### config.mk
export PLATFORM = sky130hd
export DESIGN_NAME = alu_seq
export DESIGN_NICKNAME = d
export VERILOG_FILES = /design/src/rtl/alu_seq.sv
export SDC_FILE = /design/constraint.sdc
export NUM_CORES = 1
export LEC_CHECK = 0
export CAP_MARGIN = 20
export CORE_AREA = 2 2 220 222
export DETAILED_ROUTE_END_ITERATION = 8
export DIE_AREA = 0 0 222 224
export GPL_TIMING_DRIVEN = 0
export PLACE_DENSITY = 0.61
export SLEW_MARGIN = 20
export SYNTH_ARGS = -nofsm -noshare
export SYNTH_HDL_FRONTEND = slang
export SYNTH_SLANG_ARGS = --single-unit
### constraint.sdc
create_clock -name clk -period 4.8 [get_ports clk]
set_input_delay 1.2 -clock clk [delete_from_list [all_inputs] [get_ports clk]]
set_output_delay 1.2 -clock clk [all_outputs]
set_load 0.01 [all_outputs]
### src/rtl/alu_seq.sv
// Registered, handshaked ALU with serial shifts and an optional iterative shift-add multiplier.
// The operation encoding package lives here so the design stays a single self-contained file.
package alu_types_pkg;
    typedef enum logic [3:0] {
        ALU_AND  = 4'd0,
        ALU_OR   = 4'd1,
        ALU_XOR  = 4'd2,
        ALU_ADD  = 4'd3,
        ALU_SUB  = 4'd4,
        ALU_SLT  = 4'd5,
        ALU_SLTU = 4'd6,
        ALU_SLL  = 4'd7,
        ALU_SRL  = 4'd8,
        ALU_SRA  = 4'd9
    } alu_control_t;
endpackage

module alu_seq
    import alu_types_pkg::*;
#(
    parameter int N      = 32,
    parameter bit MUL_EN = 1'b1
) (
    input  logic         clk,
    input  logic         rst_n,
    input  logic         in_valid,
    output logic         in_ready,
    input  logic [N-1:0] a,
    input  logic [N-1:0] b,
    input  alu_control_t control,
    input  logic         op_mul,
    output logic         out_valid,
    input  logic         out_ready,
    output logic [N-1:0] result,
    output logic         overflow,
    output logic         zero,
    output logic         equal
);

    localparam int SW = $clog2(N);
    localparam int CW = SW + 1;

    typedef enum logic [1:0] {
        IDLE = 2'd0,
        BUSY = 2'd1,
        DONE = 2'd2
    } state_t;

    state_t         state_r;
    logic [N-1:0]   a_r;
    logic [N-1:0]   b_r;
    alu_control_t   ctl_r;
    logic           mul_r;
    logic [2*N-1:0] work_r;
    logic [CW-1:0]  count_r;

    logic [N-1:0]   sum_s;
    logic [N-1:0]   diff_s;
    logic [N-1:0]   shifted_s;
    logic [N:0]     mul_sum_s;
    logic [2*N-1:0] mul_next_s;
    logic [2*N-1:0] work_next_s;
    logic [N-1:0]   fin_res_s;
    logic           fin_ovf_s;
    logic           fin_legal_s;
    logic           fin_last_s;

    function automatic logic [N-1:0] shift_step(input alu_control_t op, input logic [N-1:0] v);
        logic [N-1:0] r;
        case (op)
            ALU_SLL: r = {v[N-2:0], 1'b0};
            ALU_SRL: r = {1'b0, v[N-1:1]};
            ALU_SRA: r = {v[N-1], v[N-1:1]};
            default: r = v;
        endcase
        return r;
    endfunction

    // Per-BUSY-cycle datapath: next working value, and the result if this cycle completes
    always_comb begin
        sum_s       = a_r + b_r;
        diff_s      = a_r - b_r;
        shifted_s   = shift_step(ctl_r, work_r[N-1:0]);
        // work_r holds {partial product, remaining multiplier bits} during MUL
        mul_sum_s   = {1'b0, work_r[2*N-1:N]} + (work_r[0] ? {1'b0, a_r} : {(N+1){1'b0}});
        mul_next_s  = {mul_sum_s, work_r[N-1:1]};
        work_next_s = work_r;
        fin_res_s   = {N{1'b0}};
        fin_ovf_s   = 1'b0;
        fin_legal_s = 1'b1;
        fin_last_s  = 1'b1;
        if (mul_r) begin
            if (MUL_EN) begin
                work_next_s = mul_next_s;
                fin_last_s  = (count_r == CW'(1));
                fin_res_s   = mul_next_s[N-1:0];
                fin_ovf_s   = |mul_next_s[2*N-1:N];
            end else begin
                fin_last_s  = 1'b1;
            end
        end else begin
            case (ctl_r)
                ALU_AND:  fin_res_s = a_r & b_r;
                ALU_OR:   fin_res_s = a_r | b_r;
                ALU_XOR:  fin_res_s = a_r ^ b_r;
                ALU_ADD: begin
                    fin_res_s = sum_s;
                    fin_ovf_s = (a_r[N-1] == b_r[N-1]) && (sum_s[N-1] != a_r[N-1]);
                end
                ALU_SUB: begin
                    fin_res_s = diff_s;
                    fin_ovf_s = (a_r[N-1] != b_r[N-1]) && (diff_s[N-1] != a_r[N-1]);
                end
                ALU_SLT:  fin_res_s = {{(N-1){1'b0}}, ($signed(a_r) < $signed(b_r))};
                ALU_SLTU: fin_res_s = {{(N-1){1'b0}}, (a_r < b_r)};
                ALU_SLL, ALU_SRL, ALU_SRA: begin
                    work_next_s = {{N{1'b0}}, shifted_s};
                    fin_last_s  = (count_r < CW'(2));
                    fin_res_s   = (count_r == CW'(0)) ? work_r[N-1:0] : shifted_s;
                end
                default:  fin_legal_s = 1'b0;
            endcase
        end
    end

    // Control FSM with capture registers and registered handshake/result outputs
    always_ff @(posedge clk or negedge rst_n) begin
        if (!rst_n) begin
            state_r   <= IDLE;
            a_r       <= {N{1'b0}};
            b_r       <= {N{1'b0}};
            ctl_r     <= ALU_AND;
            mul_r     <= 1'b0;
            work_r    <= {(2*N){1'b0}};
            count_r   <= {CW{1'b0}};
            in_ready  <= 1'b1;
            out_valid <= 1'b0;
            result    <= {N{1'b0}};
            overflow  <= 1'b0;
            zero      <= 1'b0;
            equal     <= 1'b0;
        end else begin
            case (state_r)
                IDLE: begin
                    if (in_valid && in_ready) begin
                        a_r      <= a;
                        b_r      <= b;
                        ctl_r    <= control;
                        mul_r    <= op_mul;
                        work_r   <= op_mul ? {{N{1'b0}}, b} : {{N{1'b0}}, a};
                        count_r  <= op_mul ? CW'(N) : {1'b0, b[SW-1:0]};
                        in_ready <= 1'b0;
                        state_r  <= BUSY;
                    end
                end
                BUSY: begin
                    if (fin_last_s) begin
                        result    <= fin_res_s;
                        overflow  <= fin_legal_s & fin_ovf_s;
                        zero      <= fin_legal_s & (fin_res_s == {N{1'b0}});
                        equal     <= fin_legal_s & (a_r == b_r);
                        out_valid <= 1'b1;
                        state_r   <= DONE;
                    end else begin
                        work_r  <= work_next_s;
                        count_r <= count_r - CW'(1);
                    end
                end
                DONE: begin
                    if (out_ready) begin
                        out_valid <= 1'b0;
                        result    <= {N{1'b0}};
                        overflow  <= 1'b0;
                        zero      <= 1'b0;
                        equal     <= 1'b0;
                        in_ready  <= 1'b1;
                        state_r   <= IDLE;
                    end
                end
                default: begin
                    state_r   <= IDLE;
                    in_ready  <= 1'b1;
                    out_valid <= 1'b0;
                end
            endcase
        end
    end

endmodule
==> impl_metrics.py <==
metrics = {
    "synthesis": {
        "synth_compound_area_frac": 0.312,
        "synthTopCellsByCount": "nand2_1 (226), o21ai_0 (211), dfrtp_1 (177), a21oi_1 (150), ha_1 (134)",
        "synth_top_family_by_area": "compound AO/OA/AOI/OAI gates",
        "postSynthCellCount": 2086,
        "synth.most_common_cell": "nand2_1",
        "synth-edff-count": 0,
        "avgSynthCellArea_um2": 7.86,
        "synthMuxAreaShare": 0.0349,
        "synth_fp_nets": 2296,
        "synth_area_leaders": "dfrtp_1 (27%), ha_1 (10%), o21ai_0 (6.4%)",
        "synthXorXnorAreaFrac": 0.0272,
        "yosysWarnings": 0,
        "synthDistinctLibCells": 92,
        "synth-simple-area-share": 0.183,
        "ys_seq_area_frac": 0.272,
        "synth_seq_cells": 178,
        "synth_top_area_frac": 0.270,
        "yosysTopAreaCell": "dfrtp_1",
        "ys.flop_type": "dfrtp_1",
        "synthAdderAreaFrac": 0.106,
        "synth-async-reset-ratio": 1.00,
        "synth.cell_area_um2": 16400,
    },
    "power_and_ir_drop": {
        "p_leak_uw": 0.00818,
        "power_density_nw_per_um2": 867,
        "power.total_uw": 16500,
        "ir_worst_vdd_mv": 0.285,
    },
    "floorplan": {
        "fp.dieH_um": 224,
        "dieArea_um2": 49700,
        "io_pins": 110,
        "core_area_um2": 47300,
        "start_util": 0.346,
        "chipWidth_um": 222,
        "rows": 80,
    },
    "drt": {
        "wl_met2_um": 33600,
        "drt-met1-wl_um": 32200,
        "vias": 18100,
        "top_layer_used": "met4",
        "drc_errors": 0,
        "wl_per_cell_um": 26.9,
        "wl_met3_um": 7210,
        "ant_nets": 0,
        "drtIter0Drc": 2240,
        "drt-total-wl_um": 76400,
        "avgViaCountPerCell": 6.34,
        "firstDrtPassIters": 8,
    },
    "timing": {
        "setup_tns_ns": 0,
        "fin_crit_sh": 0.973,
        "relSlewSlack": 0.291,
        "finalSetupViolCount": 0,
        "skew_ns": 0.0170,
        "rsz0062_at_grt": "false",
        "worstMarginPinSlew_ns": 1.06,
        "fmax_mhz": 214,
        "final-hold-violation-count": 0,
        "period_minus_slack_ns": 4.67,
        "slew_viol_final": 0,
    },
    "critical_path": {
        "critPathKind": "reg2reg",
        "cp.required_ns": 5.23,
        "crit_arrival_ns": 5.10,
        "r2r-end": "zero",
        "worstRegToRegCells": 12,
        "rr_startpoint": "ctl_r[0]",
        "regToRegSetupSlack_ns": 0.13,
        "crit_path_end_kind": "flop",
        "start_kind": "flop",
        "crit_path_max_fanout": 10,
    },
    "placed_design": {
        "place_area_um2": 18300,
        "portBuffers": 108,
        "place_hpwl_um": 60600,
        "gp_congestion": 1.02,
    },
    "clock_network": {
        "cts_buffers": 17,
        "clkSinkCount": 178,
        "tritoncts": "built",
        "htreeDepth": 4,
        "cts_root_buffer": "clkbuf_16",
        "clkLatencyLatePin_ns": 0.51,
        "clkSlewWorstSetupHoldPaths_ns": 0.08,
        "max-clock-path-buffers": 2,
    },
    "final_layout": {
        "fillCellCount": 4915,
        "synthToLayoutAreaGrowth_pct": 16.3,
        "design_area_um2": 19100,
        "drive_above_1_share": 0.0484,
        "final_nets": 2428,
        "diodes": 0,
    },
    "global_route": {
        "overflow": 0,
        "antenna_found_initial": 1,
        "grt_max_degree": 81,
        "track_usage": 0.306,
        "grt_pass1_wl_um": 113000,
        "grt_pass1_vias": 17300,
    },
    "min_path": {
        "hold_depth": 1,
        "min_to": "result[1]",
        "hp-start": "result[1]",
        "hold_class": "reg2reg",
    },
    "outcome": {
        "status": "completed",
    },
    "run": {
        "max_cap_violations": 0,
    },
}
registers in the layout (all words and copies together) (netlist names):
register	count
b_r	32
a_r	32
out_valid	1
result	32
count_r	6
zero	1
in_ready	1
state_r	2
ctl_r	4
overflow	1
mul_r	1
equal	1
work_r	64
cell families after synthesis:
family          count (synthesis)
compound gates                771
simple gates                  619
buf+inv                       273
flops                         178
fa+ha+maj                     137
mux                            57
xor+xnor                       51
layout by cell type (no fill, tap or decap), drive strengths merged, types with 6 or more instances in the layout:
cell | netlist | final
o2111ai | 7 | 7
a211oi | 33 | 33
a221o | 12 | 12
nand4 | 26 | 26
nor4 | 23 | 23
o21a | 13 | 13
xnor2 | 42 | 42
a21oi | 150 | 150
xor2 | 9 | 9
mux2i | 55 | 55
a22oi | 41 | 41
ha | 134 | 134
o22ai | 25 | 25
dfrtp | 177 | 177
and3 | 15 | 15
clkdlybuf4s50 | 0 | 107
o31ai | 18 | 18
nand3 | 55 | 55
nor3 | 38 | 38
a21o | 50 | 50
inv | 112 | 118
o21ai | 216 | 216
or3 | 10 | 10
o311ai | 6 | 6
o211ai | 15 | 15
buf | 40 | 47
nand2 | 227 | 227
nand2b | 21 | 21
and2 | 41 | 41
or4 | 9 | 9
o31a | 6 | 6
a221oi | 43 | 43
a31oi | 17 | 17
nor2 | 113 | 113
a22o | 32 | 32
o221ai | 12 | 12
o21bai | 17 | 17
nor2b | 12 | 12
clkbuf | 119 | 135
worst max-delay path by stage:
stage	start	endpoint	depth (start not counted)
6_report	ctl_r[0]	zero	12
5_1_grt	a_r[0]	zero	14
4_1_cts	a_r[0]	zero	15
3_5_place_dp	work_r[0]	overflow	15
3_3_place_gp	rst_n	work_r[55]	1
2_1_floorplan	work_r[0]	overflow	15
worst max-delay path, cell delays in order (launching register included):
cell,delay (ns)
dfrtp_1,0.50
clkbuf_1,0.30
nand2b_1,0.27
clkbuf_1,0.67
o22ai_1,0.16
a221oi_1,0.47
o21ai_0,0.17
a221oi_1,0.45
nor4bb_1,0.34
nand4_1,0.17
or4_1,0.62
nor4_1,0.26
a32o_1,0.20
report_power, final:
part | switching [µW] | internal (µW)
clock network | 719 | 824
logic | 8180 | 3950
registers | 763 | 2110
total | 9660 | 6890
routing by layer:
layer | vias up | track usage
met5 | - | 0
met4 | 0 | 0.132
met3 | 195 | 0.0703
met2 | 1070 | 0.471
met1 | 8841 | 0.410
li1 | 7945 | -
repair_timing:
item,in CTS,in global routing
endpoints found under the setup margin,3,4
buffers inserted,0,4
hold buffers,0,0
pin swaps,0,4
resized for setup,6,25
area by class of cell:
cell class,count,area [µm²],share of cell area
multi-input cells,1635,11000,0.577
flip-flops and latches,178,4460,0.234
repair buffers,115,1180,0.0616
well taps,615,769,0.0403
plain buffers,157,643,0.0337
inverters,114,428,0.0224
clock buffers,17,425,0.0223
clock inverters,14,178,0.00931
metrics by stage:
step                setup slack, ns  std cells  hold WS (ns)   util
finish                        0.130       2845         0.493  0.403
global route                0.00907       2845         0.519  0.403
CTS                          0.0123       2842         0.498  0.401
detailed placement           -0.554       2812         0.480  0.388
global placement              -5.40       2809         0.472  0.386
floorplan                     0.847       2086         0.455      -
Power figures use the tool's default switching activity.
